==> src/rtl/mem_arb_pkg.sv <==
// Shared types for the unified-memory arbiter: response owner encoding and
// the width of the data-burst streak counter.
package mem_arb_pkg;

    localparam int STREAK_W = 4;

    typedef enum logic [1:0] {
        OWN_NONE = 2'd0,
        OWN_I    = 2'd1,
        OWN_D    = 2'd2
    } owner_e;

endpackage

==> src/rtl/mem_arbiter.sv <==
// Single-port memory arbiter sharing one synchronous word memory between the
// fetch port and the load/store port, with a data-burst limit against starvation.
module mem_arbiter
    import mem_arb_pkg::*;
#(
    parameter int ADDR_W      = 8,
    parameter int MAX_D_BURST = 4
) (
    input  logic              clk,
    input  logic              rst,
    input  logic              i_req,
    input  logic [ADDR_W-1:0] i_addr,
    output logic              i_gnt,
    output logic              i_rvalid,
    output logic [31:0]       i_rdata,
    input  logic              d_req,
    input  logic              d_we,
    input  logic [ADDR_W-1:0] d_addr,
    input  logic [31:0]       d_wdata,
    input  logic [3:0]        d_mask,
    output logic              d_gnt,
    output logic              d_rvalid,
    output logic [31:0]       d_rdata,
    output logic              mem_en,
    output logic              mem_we,
    output logic [ADDR_W-1:0] mem_addr,
    output logic [31:0]       mem_wdata,
    output logic [3:0]        mem_mask,
    input  logic [31:0]       mem_rdata,
    output logic              stall
);

    localparam logic [STREAK_W-1:0] MAX_STREAK = STREAK_W'(MAX_D_BURST);

    logic [STREAK_W-1:0] streak_q, streak_d;
    owner_e              owner_q, owner_d;

    // Data wins by default; fetch takes the slot once data has used up its burst.
    always_comb begin
        i_gnt = 1'b0;
        d_gnt = 1'b0;
        if (!rst) begin
            if (d_req && !(i_req && (streak_q == MAX_STREAK))) begin
                d_gnt = 1'b1;
            end else if (i_req) begin
                i_gnt = 1'b1;
            end
        end
    end

    always_comb begin
        mem_en    = i_gnt | d_gnt;
        mem_we    = d_gnt & d_we;
        mem_addr  = '0;
        mem_wdata = '0;
        mem_mask  = '0;
        if (d_gnt) begin
            mem_addr = d_addr;
            if (d_we) begin
                mem_wdata = d_wdata;
                mem_mask  = d_mask;
            end
        end else if (i_gnt) begin
            mem_addr = i_addr;
        end
    end

    assign stall = ((i_req & ~i_gnt) | (d_req & ~d_gnt)) & ~rst;

    always_comb begin
        streak_d = streak_q;
        if (i_gnt || !i_req) begin
            streak_d = '0;
        end else if (d_gnt && (streak_q != MAX_STREAK)) begin
            streak_d = streak_q + 1'b1;
        end

        owner_d = OWN_NONE;
        if (i_gnt) begin
            owner_d = OWN_I;
        end else if (d_gnt && !d_we) begin
            owner_d = OWN_D;
        end
    end

    always_ff @(posedge clk) begin
        if (rst) begin
            owner_q  <= OWN_NONE;
            streak_q <= '0;
        end else begin
            owner_q  <= owner_d;
            streak_q <= streak_d;
        end
    end

    // A read still in flight when reset rises is dropped, so the owner is masked by rst.
    assign i_rvalid = (owner_q == OWN_I) & ~rst;
    assign d_rvalid = (owner_q == OWN_D) & ~rst;
    assign i_rdata  = i_rvalid ? mem_rdata : 32'h0;
    assign d_rdata  = d_rvalid ? mem_rdata : 32'h0;

endmodule

==> config.mk <==
export PLATFORM = sky130hd
export DESIGN_NAME = mem_arbiter
export DESIGN_NICKNAME = d
export VERILOG_FILES = /design/src/rtl/mem_arb_pkg.sv /design/src/rtl/mem_arbiter.sv
export SDC_FILE = /design/constraint.sdc
export NUM_CORES = 1
export LEC_CHECK = 0
export CAP_MARGIN = 20
export CELL_PAD_IN_SITES_DETAIL_PLACEMENT = 0
export CELL_PAD_IN_SITES_GLOBAL_PLACEMENT = 2
export CORE_AREA = 5 5 77 79
export CTS_CLUSTER_SIZE = 24
export DETAILED_ROUTE_END_ITERATION = 16
export DIE_AREA = 0 0 82 84
export DONT_BUFFER_PORTS = 1
export GPL_TIMING_DRIVEN = 0
export MAX_ROUTING_LAYER = met4
export PLACE_DENSITY_LB_ADDON = 0.1
export SKIP_LAST_GASP = 1
export SYNTH_ARGS = -nofsm -noshare
export SYNTH_HDL_FRONTEND = slang
export SYNTH_SLANG_ARGS = --single-unit
==> constraint.sdc <==
create_clock -name clk -period 2.4 [get_ports clk]
set_input_delay 0.36 -clock clk [delete_from_list [all_inputs] [get_ports clk]]
set_output_delay 0.36 -clock clk [all_outputs]
set_load 0.005 [all_outputs]
* Word-level counts from Yosys, hierarchy flattened *
Index checks and enable logic that the tools add are counted.

storage, ports and cells
  register bits after elaboration = 6
  output and inout port bits = 115

cells by class
  equal/unequal tests = 4
  multiplexer cells = 15
  bitwise gates (word level) = 11
  reductions and logical operators = 10
  add/subtract/negate cells = 1

operators with widths
  cell                 number
  $mux 32              4
  $mux 8               2
  $mux 4               2
  $and 1x1->1          6
  $mux 1               6
  $add 4x1->4 const B  1
  $eq 4x3->1 const B   1
  $logic_and 1x1->1    4
  $ne 4x3->1 const B   1
  $reduce_or 2->1      2
  $logic_not 1->1      3
  $not 1->1            3
  $eq 2x1->1 const B   1
  $eq 2x2->1 const B   1
  $mux 2               1
  $or 1x1->1           2
  $logic_or 1x1->1     1

* Logic depth before layout (Yosys ltp) *
Gate-level depths: netlist (run 1).

  word-level depth = 10
  depth in mapped cells = 7
  mapped depth without buffers = 5

* Least setup slack after synthesis (run 1) *
OpenSTA, ideal clock, no wires.

  path type = flip-flop to output port
  start point = register streak_q[0]
  end point = output mem_wdata[10]
  arrival = 1561 ps
  path slack = 479 ps
  stages on the path, launching flop included = 8
  cell sequence = dfxtp_1 inv_1 ha_1 and4b_1 buf_6 nor3b_4 buf_6 and2_1

between the ends
  word-level cells in the longest chain between the ends = 7

RTL lines
  item                      RTL line           source
  start: declaration        mem_arbiter.sv:35  logic [STREAK_W-1:0] streak_q, streak_d;
  start signal: assignment  mem_arbiter.sv:92  streak_q <= streak_d;
  $eq 4x3->1                mem_arbiter.sv:43  if (d_req && !(i_req && (streak_q == MAX_STREAK))) begin
  $logic_and 1x1->1         mem_arbiter.sv:43
  $logic_not 1->1           mem_arbiter.sv:43
  $logic_and 1x1->1         mem_arbiter.sv:43
  $mux 1                    mem_arbiter.sv:43
  $mux 1                    mem_arbiter.sv:42  if (!rst) begin
  $mux 32                   mem_arbiter.sv:57  if (d_gnt) begin
  end: declaration          mem_arbiter.sv:27  output logic [31:0] mem_wdata,

Every way passes these cells.

* Worst setup path after layout (run 1) *
Same ends and word-level chain as after synthesis.

==> results_dict.tcl, run 1 <==
set metrics [dict create \
    outcome "complete, no violations" \
    crit_top_cell "buf_6" \
    drive_above_1_share 0.07927 \
    clockBufferDepth 2 \
    synth_fp_nets 250 \
    cts_buffers 3 \
    grt_overflow 0 \
    seq_power_share 0.307 \
    cellLeakagePower_uw 0.0005168 \
    gp_congestion 0.7221 \
    irDropWorstVdd_uv 86.55 \
    max_slew_margin 0.5481 \
    grt_pass1_vias 1321 \
    ys.flop_type "dfxtp_1" \
    drv_slew 0 \
    htreeDepth 1 \
    cts_sinks 6 \
    synth_cell_type_count 26 \
    die_w_um 82 \
    nets 257 \
    first_pass_iters 4 \
    syn_inst 159 \
    async_reset_ff_frac 0 \
    cts_resized 0 \
    netlist_area_um2 1115 \
    fillerInstances 588 \
    crit_path_top_delay_cell "dfxtp_1" \
    p_int_uw 248.3 \
    syn_to_final_growth_pct 13.13 \
    hold_violations 0 \
    initial_core_util 0.2115 \
    crit_buf_inv 4 \
    finalCritPeriodShare 0.9371 \
    track_usage 0.1181 \
    tns_ns 0 \
    r2r_slack_ns 0.86 \
    dp_hpwl_um 3965 \
    ant_nets 0 \
    drtIter0Drc 20 \
    crit_family "simple AND/OR/NAND/NOR gates" \
    io_buffers 0 \
    diodes 0 \
    cts-root-buf "clkbuf_8" \
    clk_pin_slew_ns 0.04 \
    wl_met1_um 1680 \
    worstPathMaxFanout 10 \
    hold_path_class "in2reg" \
    grt_max_degree 11 \
    cts_tree "built" \
    crit_path_max_incr_delay_ns 0.39 \
    setup_slack_ns 0.1508 \
    power_frac_comb 0.245 \
    rsz0062_at_grt "no" \
    cts_hold_buf 0 \
    fp.dieH_um 84 \
    worstMarginPinSlew_ns 0.6764 \
    cellPowerDensity_nw_per_um2 268.8 \
    fmax_mhz 444.6 \
    highest_layer "met4" \
    crit_type "reg2out" \
    core_um2 5270 \
    drc_errors 0 \
    rows 27 \
    wl_met3_um 363 \
    clock_latency_ns 0.22 \
    start_kind "flip-flop" \
    drt-vias-per-instance 4.763 \
    yosys_warnings 0 \
    cp_cell_sequence "inv_1, ha_1, and4b_1, buf_6, nor3b_4, buf_4, buf_6, and2_1" \
    skew_ns 0.003618 \
    dpl_worst_slack_ns 0.2456 \
    synth-seq-area-share 0.1077 \
    stdcell_count 236 \
    dieArea_um2 6888 \
    synth.avg_cell_area_um2 7.011 \
    p_sw_uw 90.65 \
    post-route-util 0.2393 \
    vias 1124 \
    p_clk_frac 0.448 \
    synth_edf_count 0 \
    setup_viol 0 \
    wirelength_um 4413 \
    required_ns 2.04 \
    swShare 0.2674 \
    post-route-min-period_ns 2.249 \
    antenna_found_initial 0 \
    dp_cells 231 \
    wl_met2_um 2342 \
    crit_arrival_ns 1.89 \
    yosys_register_bits 6 \
    grt_pass1_wl_um 6341 \
    end_kind "output pin" \
    io_pins 204 \
    routedWlPerCell_um 18.70 \
    drv_cap 0 \
]
-- state kept, by name, summed over array words and instances, names as in the netlist --
| register | count |
|---|---|
| streak_q | 4 |
| owner_q | 2 |
-- final cells by class --
class | count | area (µm²) | share of cell area
flip-flops and latches | 6 | 120.1 | 0.09524
multi-input cells | 139 | 912.1 | 0.7232
clock buffers | 3 | 41.29 | 0.03274
plain buffers | 12 | 75.07 | 0.05952
repair buffers | 2 | 15.01 | 0.01190
inverters | 2 | 7.507 | 0.005952
well taps | 72 | 90.09 | 0.07143
-- per-stage QoR --
stage / total power (µW) / hold slack, ns / cell area [µm²]
6_report: 339.0 / 0.2212 / 1261
3_3_place_gp: 189.4 / 0.4497 / 1205
4_1_cts: 344.3 / 0.2193 / 1246
5_1_grt: 361.9 / 0.2217 / 1261
2_1_floorplan: 173.7 / 0.4384 / 1115
3_5_place_dp: 188.0 / 0.4450 / 1205
-- path summary, 6_finish.rpt --
check	startpoint	endpoint	cells past startpoint
worst max-delay path	streak_q[0]$_SDFFE_PP0P_	mem_wdata[10]	8
worst min-delay path	d_we	owner_q[1]$_SDFF_PP0_	1
worst max register to register	streak_q[0]$_SDFFE_PP0P_	streak_q[0]$_SDFFE_PP0P_	6
worst min register to register	streak_q[3]$_SDFFE_PP0P_	streak_q[3]$_SDFFE_PP0P_	2
-- layout by cell type, fill, tap and decap left out, drive strengths merged, types with 2 or more instances in the layout --
cell type,netlist,routed
and2,100,100
dfxtp,6,6
nand2,3,3
nor2b,2,2
a21oi,3,3
nor2,3,3
clkbuf,8,11
inv,2,2
a22o,8,8
nor3,3,3
nand2b,2,2
buf,4,6
nor3b,4,4
ha,2,2
-- power by group through the flow --
stage                     combinational, µW  clock [µW]  sequential [µW]
after floorplan                        68.5           0              105
final                                  83.0         152              104
after detailed placement               82.3           0              106
after CTS                              83.1         157              104
after global routing                   93.6         164              104
after global placement                 83.7           0              106
-- cell usage after synthesis, types with 2 or more instances --
library cell	count	area (µm²)
a21oi_1	2	10.01
a22o_1	8	70.07
and2_1	100	625.6
buf_6	4	45.04
clkbuf_1	8	30.03
dfxtp_1	6	120.1
ha_1	2	25.02
inv_1	2	7.510
nand2_1	3	11.26
nand2b_1	2	12.51
nor2_1	2	7.510
nor2b_1	2	12.51
nor3_1	3	15.01
nor3b_1	3	22.52
-- repair_timing --
| action | in CTS | in global routing |
|---|---|---|
| setup buffers | 0 | 2 |
| pin swaps | 1 | 1 |
| setup endpoints to repair | 3 | 29 |
-- layer usage --
layer / vias to the layer above / global-route usage
met5: - / -
met4: 0 / 0.03172
met3: 2 / 0.01080
met2: 117 / 0.2153
met1: 496 / 0.1338
li1: 509 / -
-- logic make-up after synthesis --
logic type               count (synthesis)  synth area share
AND/OR/NAND/NOR                        123            0.6959
buffers and inverters                   14           0.07407
AO/OA/AOI/OAI                           13           0.09091
flip-flops                               6            0.1077
adder cells (fa/ha/maj)                  2           0.02244
multiplexers                             1          0.008979
(Power assumes the default switching activity.)
==> run 2, diff against run 1 <==
--- a/config.mk
+++ b/config.mk
@@ -8,14 +8,15 @@
 export CAP_MARGIN = 20
 export CELL_PAD_IN_SITES_DETAIL_PLACEMENT = 0
 export CELL_PAD_IN_SITES_GLOBAL_PLACEMENT = 2
-export CORE_AREA = 5 5 77 79
+export CORE_AREA = 2 2 78 80
 export CTS_CLUSTER_SIZE = 24
 export DETAILED_ROUTE_END_ITERATION = 16
-export DIE_AREA = 0 0 82 84
+export DIE_AREA = 0 0 80 82
 export DONT_BUFFER_PORTS = 1
 export GPL_TIMING_DRIVEN = 0
 export MAX_ROUTING_LAYER = met4
 export PLACE_DENSITY_LB_ADDON = 0.1
+export RECOVER_POWER = 25
 export SKIP_LAST_GASP = 1
 export SYNTH_ARGS = -nofsm -noshare
 export SYNTH_HDL_FRONTEND = slang
==> results_dict.tcl, run 2 (same netlist as run 1, synthesis figures left out) <==
set metrics [dict create \
    tns_ns 0 \
    nets 257 \
    grt_overflow 0 \
    drv_slew 0 \
    dieArea_um2 6560 \
    drt-vias-per-instance 4.741 \
    drtIter0Drc 48 \
    max_slew_margin 0.4700 \
    stdcell_count 239 \
    largest_reg_flops 4 \
    crit_buf_inv 4 \
    end_kind "output pin" \
    gp_congestion 0.7135 \
    dp_hpwl_um 2990 \
    post-route-min-period_ns 2.209 \
    p_sw_uw 94.40 \
    hp-start "d_we" \
    initial_core_util 0.1940 \
    rows 28 \
    cts_buffers 3 \
    io_buffers 0 \
    irDropWorstVdd_uv 110.6 \
    required_ns 2.04 \
    drv_cap 0 \
    worstMarginPinSlew_ns 0.7933 \
    drc_errors 0 \
    min_to "owner_q[1]$_SDFF_PP0_" \
    cts_tree "built" \
    grt_pass1_wl_um 4340 \
    start_kind "flip-flop" \
    p_int_uw 248.2 \
    crit_path_top_delay_cell "dfxtp_1" \
    finalCritPeriodShare 0.9205 \
    power_frac_comb 0.237 \
    outcome "complete, no violations" \
    setup_slack_ns 0.1908 \
    cellLeakagePower_uw 0.0004992 \
    cts-root-buf "clkbuf_8" \
    cellPowerDensity_nw_per_um2 271.6 \
    rr_endpoint "streak_q[0]$_SDFFE_PP0P_" \
    syn_to_final_growth_pct 13.13 \
    crit_top_cell "buf_6" \
    setup_viol 0 \
    wirelength_um 3467 \
    min_path_cells 1 \
    rsz0062_at_grt "no" \
    htreeDepth 1 \
    clk_pin_slew_ns 0.03 \
    crit_path_max_incr_delay_ns 0.37 \
    first_pass_iters 4 \
    drive_above_1_share 0.07317 \
    placed_area_um2 1209 \
    dp_cells 234 \
    cp_cell_sequence "inv_1, ha_1, and4b_1, buf_6, nor3b_4, buf_4, buf_6, and2_1" \
    final_cell_mix "and2_1 (82), and2_0 (18), clkbuf_1 (8), a22o_1 (8), dfxtp_1 (6)" \
    final_common_cell "and2_1" \
    die_w_um 80 \
    fillerInstances 635 \
    hold_violations 0 \
    grt_pass1_vias 942 \
    track_usage 0.08758 \
    fmax_mhz 452.7 \
    r2r_slack_ns 0.89 \
    p_clk_frac 0.459 \
    reg_top3 "streak_q x4, owner_q x2" \
    dpl_worst_slack_ns 0.2613 \
    regMostFlops "streak_q" \
    seq_power_share 0.304 \
    grt_max_degree 11 \
    r2r_start "streak_q[0]$_SDFFE_PP0P_" \
    worstPathMaxFanout 10 \
    worst-r2r-cell-count 6 \
    routedWlPerCell_um 14.51 \
    clockBufferDepth 2 \
    crit_type "reg2out" \
    skew_ns 0.005041 \
    cts_sinks 6 \
    diodes 0 \
    io_pins 204 \
    stdcell_area_um2 1261 \
    crit_family "simple AND/OR/NAND/NOR gates" \
    fp.dieH_um 82 \
    antenna_found_initial 0 \
    crit_arrival_ns 1.85 \
    ant_nets 0 \
    core_um2 5746 \
    hold_path_class "in2reg" \
    swShare 0.2756 \
    whs_ns 0.2108 \
    vias 1133 \
    clock_latency_ns 0.23 \
]
==> run 2: worst register-to-register path, cell delays in order, from the launching register on <==
cell     delay [ns]
dfxtp_1        0.37
inv_1          0.06
ha_1           0.23
and4b_1        0.21
buf_6          0.14
or3_1          0.30
a21oi_1        0.13
==> run 2: area by class of cell <==
type                    count  area (µm²)  area share
multi-input cells         139       908.4      0.7202
well taps                  75       93.84     0.07440
flip-flops and latches      6       120.1     0.09524
clock buffers               3       41.29     0.03274
repair buffers              2       15.01     0.01190
inverters                   2       7.507    0.005952
plain buffers              12       75.07     0.05952
==> run 2: power groups by stage <==
stage	Clock, µW	Sequential, µW	Combinational [µW]
5_1_grt	167	104	91.1
6_report	157	104	81.3
3_3_place_gp	0	106	82.3
4_1_cts	162	104	81.5
2_1_floorplan	0	105	68.5
3_5_place_dp	0	106	81.2
==> run 2: worst max path at each step <==
stage                             startpoint            end  slack, ns  depth (start not counted)
CTS                 streak_q[0]$_SDFFE_PP0P_  mem_wdata[11]       0.02                          7
floorplan           streak_q[0]$_SDFFE_PP0P_  mem_wdata[10]       0.48                          7
finish              streak_q[0]$_SDFFE_PP0P_  mem_wdata[11]       0.19                          8
detailed placement  streak_q[0]$_SDFFE_PP0P_  mem_wdata[11]       0.26                          7
global placement    streak_q[0]$_SDFFE_PP0P_  mem_wdata[11]       0.29                          7
global route        streak_q[0]$_SDFFE_PP0P_    mem_addr[0]       0.05                          5
==> run 2: timing repair <==
item / 4_1_cts / 5_1_grt
hold buffers: 0 / 0
gates resized for setup: 0 / 0
endpoints found under the setup margin: 0 / 29
setup buffers: 0 / 2
==> run 2: metrics by stage <==
step                      power [µW]    util
after floorplan                173.7       -
after global placement         187.9  0.2104
after detailed placement       186.8  0.2104
after CTS                      347.8  0.2176
after global routing           362.9  0.2195
final                          342.6  0.2195
==> run 2: routing by layer <==
layer,global-route usage,wire [µm],up-vias
met4,0.04576,55,0
li1,-,-,511
met5,-,0,-
met2,0.1758,1921,119
met3,0.007692,336,5
met1,0.08203,1153,498
==> run 3, diff against run 2 <==
--- a/config.mk
+++ b/config.mk
@@ -9,6 +9,7 @@
 export CELL_PAD_IN_SITES_DETAIL_PLACEMENT = 0
 export CELL_PAD_IN_SITES_GLOBAL_PLACEMENT = 2
 export CORE_AREA = 2 2 78 80
+export CTS_BUF_LIST = sky130_fd_sc_hd__clkbuf_16
 export CTS_CLUSTER_SIZE = 24
 export DETAILED_ROUTE_END_ITERATION = 16
 export DIE_AREA = 0 0 80 82
==> results_dict.tcl, run 3 (same netlist as run 1, synthesis figures left out) <==
set metrics [dict create \
    outcome "complete, no violations" \
    clockBufferDepth 2 \
    p_int_uw 354.3 \
    worst-r2r-cell-count 6 \
    hold_path_class "in2reg" \
    drive_above_1_share 0.07317 \
    cts_buffers 3 \
    drt-vias-per-instance 4.757 \
    finalCritPeriodShare 0.9227 \
    drv_slew 0 \
    ant_nets 0 \
    swShare 0.2313 \
    largest_reg_flops 4 \
    wirelength_um 3487 \
    antenna_found_initial 0 \
    gp_congestion 0.7135 \
    r2r_slack_ns 0.89 \
    first_pass_iters 4 \
    routedWlPerCell_um 14.59 \
    cellLeakagePower_uw 0.0005146 \
    grt_pass1_vias 940 \
    reg_top3 "streak_q x4, owner_q x2" \
    p_clk_frac 0.597 \
    final_common_cell "and2_1" \
    whs_ns 0.2069 \
    clock_latency_ns 0.23 \
    skew_ns 0.003093 \
    fillerInstances 632 \
    min_path_cells 1 \
    cellPowerDensity_nw_per_um2 355.9 \
    power_frac_comb 0.176 \
    cts_setup_buffers 0 \
    drv_cap 0 \
    io_pins 204 \
    syn_to_final_growth_pct 16.16 \
    fmax_mhz 451.6 \
    htreeDepth 1 \
    final_cell_mix "and2_1 (82), and2_0 (18), clkbuf_1 (8), a22o_1 (8), dfxtp_1 (6)" \
    cp_cell_sequence "inv_1, ha_1, and4b_1, buf_6, nor3b_4, buf_4, buf_6, and2_1" \
    post-route-min-period_ns 2.214 \
    crit_top_cell "buf_6" \
    fp.dieH_um 82 \
    drtIter0Drc 48 \
    drc_errors 0 \
    track_usage 0.08758 \
    dp_hpwl_um 2990 \
    setup_viol 0 \
    crit_path_max_incr_delay_ns 0.37 \
    p_sw_uw 106.6 \
    cts_hold_buf 0 \
    vias 1137 \
    cts_sinks 6 \
    end_kind "output pin" \
    clk_pin_slew_ns 0.03 \
    initial_core_util 0.1940 \
    rows 28 \
    cts-root-buf "clkbuf_16" \
    tns_ns 0 \
    dieArea_um2 6560 \
    die_w_um 80 \
    hold_violations 0 \
    cts_tree "built" \
    required_ns 2.04 \
    irDropWorstVdd_uv 154.7 \
    rsz0062_at_grt "no" \
    worstMarginPinSlew_ns 0.8176 \
    io_buffers 0 \
    core_um2 5746 \
    nets 257 \
    max_slew_margin 0.4537 \
    grt_max_degree 11 \
    crit_arrival_ns 1.85 \
    grt_pass1_wl_um 4340 \
    worstPathMaxFanout 10 \
    seq_power_share 0.226 \
    diodes 0 \
    start_kind "flip-flop" \
    crit_path_top_delay_cell "dfxtp_1" \
    grt_overflow 0 \
    crit_type "reg2out" \
    regMostFlops "streak_q" \
    cts_resized 0 \
]
## run 3: power groups by stage
stage,sequential [µW],clock [µW],combinational (µW)
floorplan,105,0,68.5
global placement,106,0,82.3
detailed placement,106,0,81.2
CTS,104,280,81.5
global route,104,284,91.1
finish,104,275,81.3
## run 3: critical path: cells and delay by family, from the launching register on
family / cells / cell delay (ns)
adder cells (fa/ha/maj): 1 / 0.23
flip-flops: 1 / 0.37
buffers and inverters: 4 / 0.51
AND/OR/NAND/NOR: 3 / 0.52
## run 3: path summary, 6_finish.rpt
kind / startpoint / endpoint
max reg2reg: streak_q[0]$_SDFFE_PP0P_ / streak_q[0]$_SDFFE_PP0P_
max: streak_q[0]$_SDFFE_PP0P_ / mem_wdata[11]
min reg2reg: streak_q[3]$_SDFFE_PP0P_ / streak_q[3]$_SDFFE_PP0P_
min: d_we / owner_q[1]$_SDFF_PP0_
## run 3: cell type report
cell class	instances	area (µm²)	area share
Tap cell	75	93.84	0.07246
Clock buffer	3	75.07	0.05797
Buffer	12	75.07	0.05797
Timing Repair Buffer	2	15.01	0.01159
Sequential cell	6	120.1	0.09275
Multi-Input combinational cell	139	908.4	0.7015
Inverter	2	7.507	0.005797
## run 3: routing by layer
layer  up-vias  routed length, µm  global-route usage
met2       119               1940              0.1750
li1        512                  -                   -
met3         6                339            0.007692
met4         0                 55             0.04576
met1       500               1152             0.08268
met5         -                  0                   -
## run 3: metrics by stage
step,cell area [µm²],total power [µW],setup slack [ns],utilization,std cells
2_1_floorplan,1115,173.7,0.4787,-,159
3_3_place_gp,1209,187.9,0.2904,0.2104,234
3_5_place_dp,1209,186.8,0.2613,0.2104,234
4_1_cts,1284,466.0,0.01592,0.2234,237
5_1_grt,1295,479.7,0.05152,0.2254,239
6_report,1295,460.9,0.1856,0.2254,239
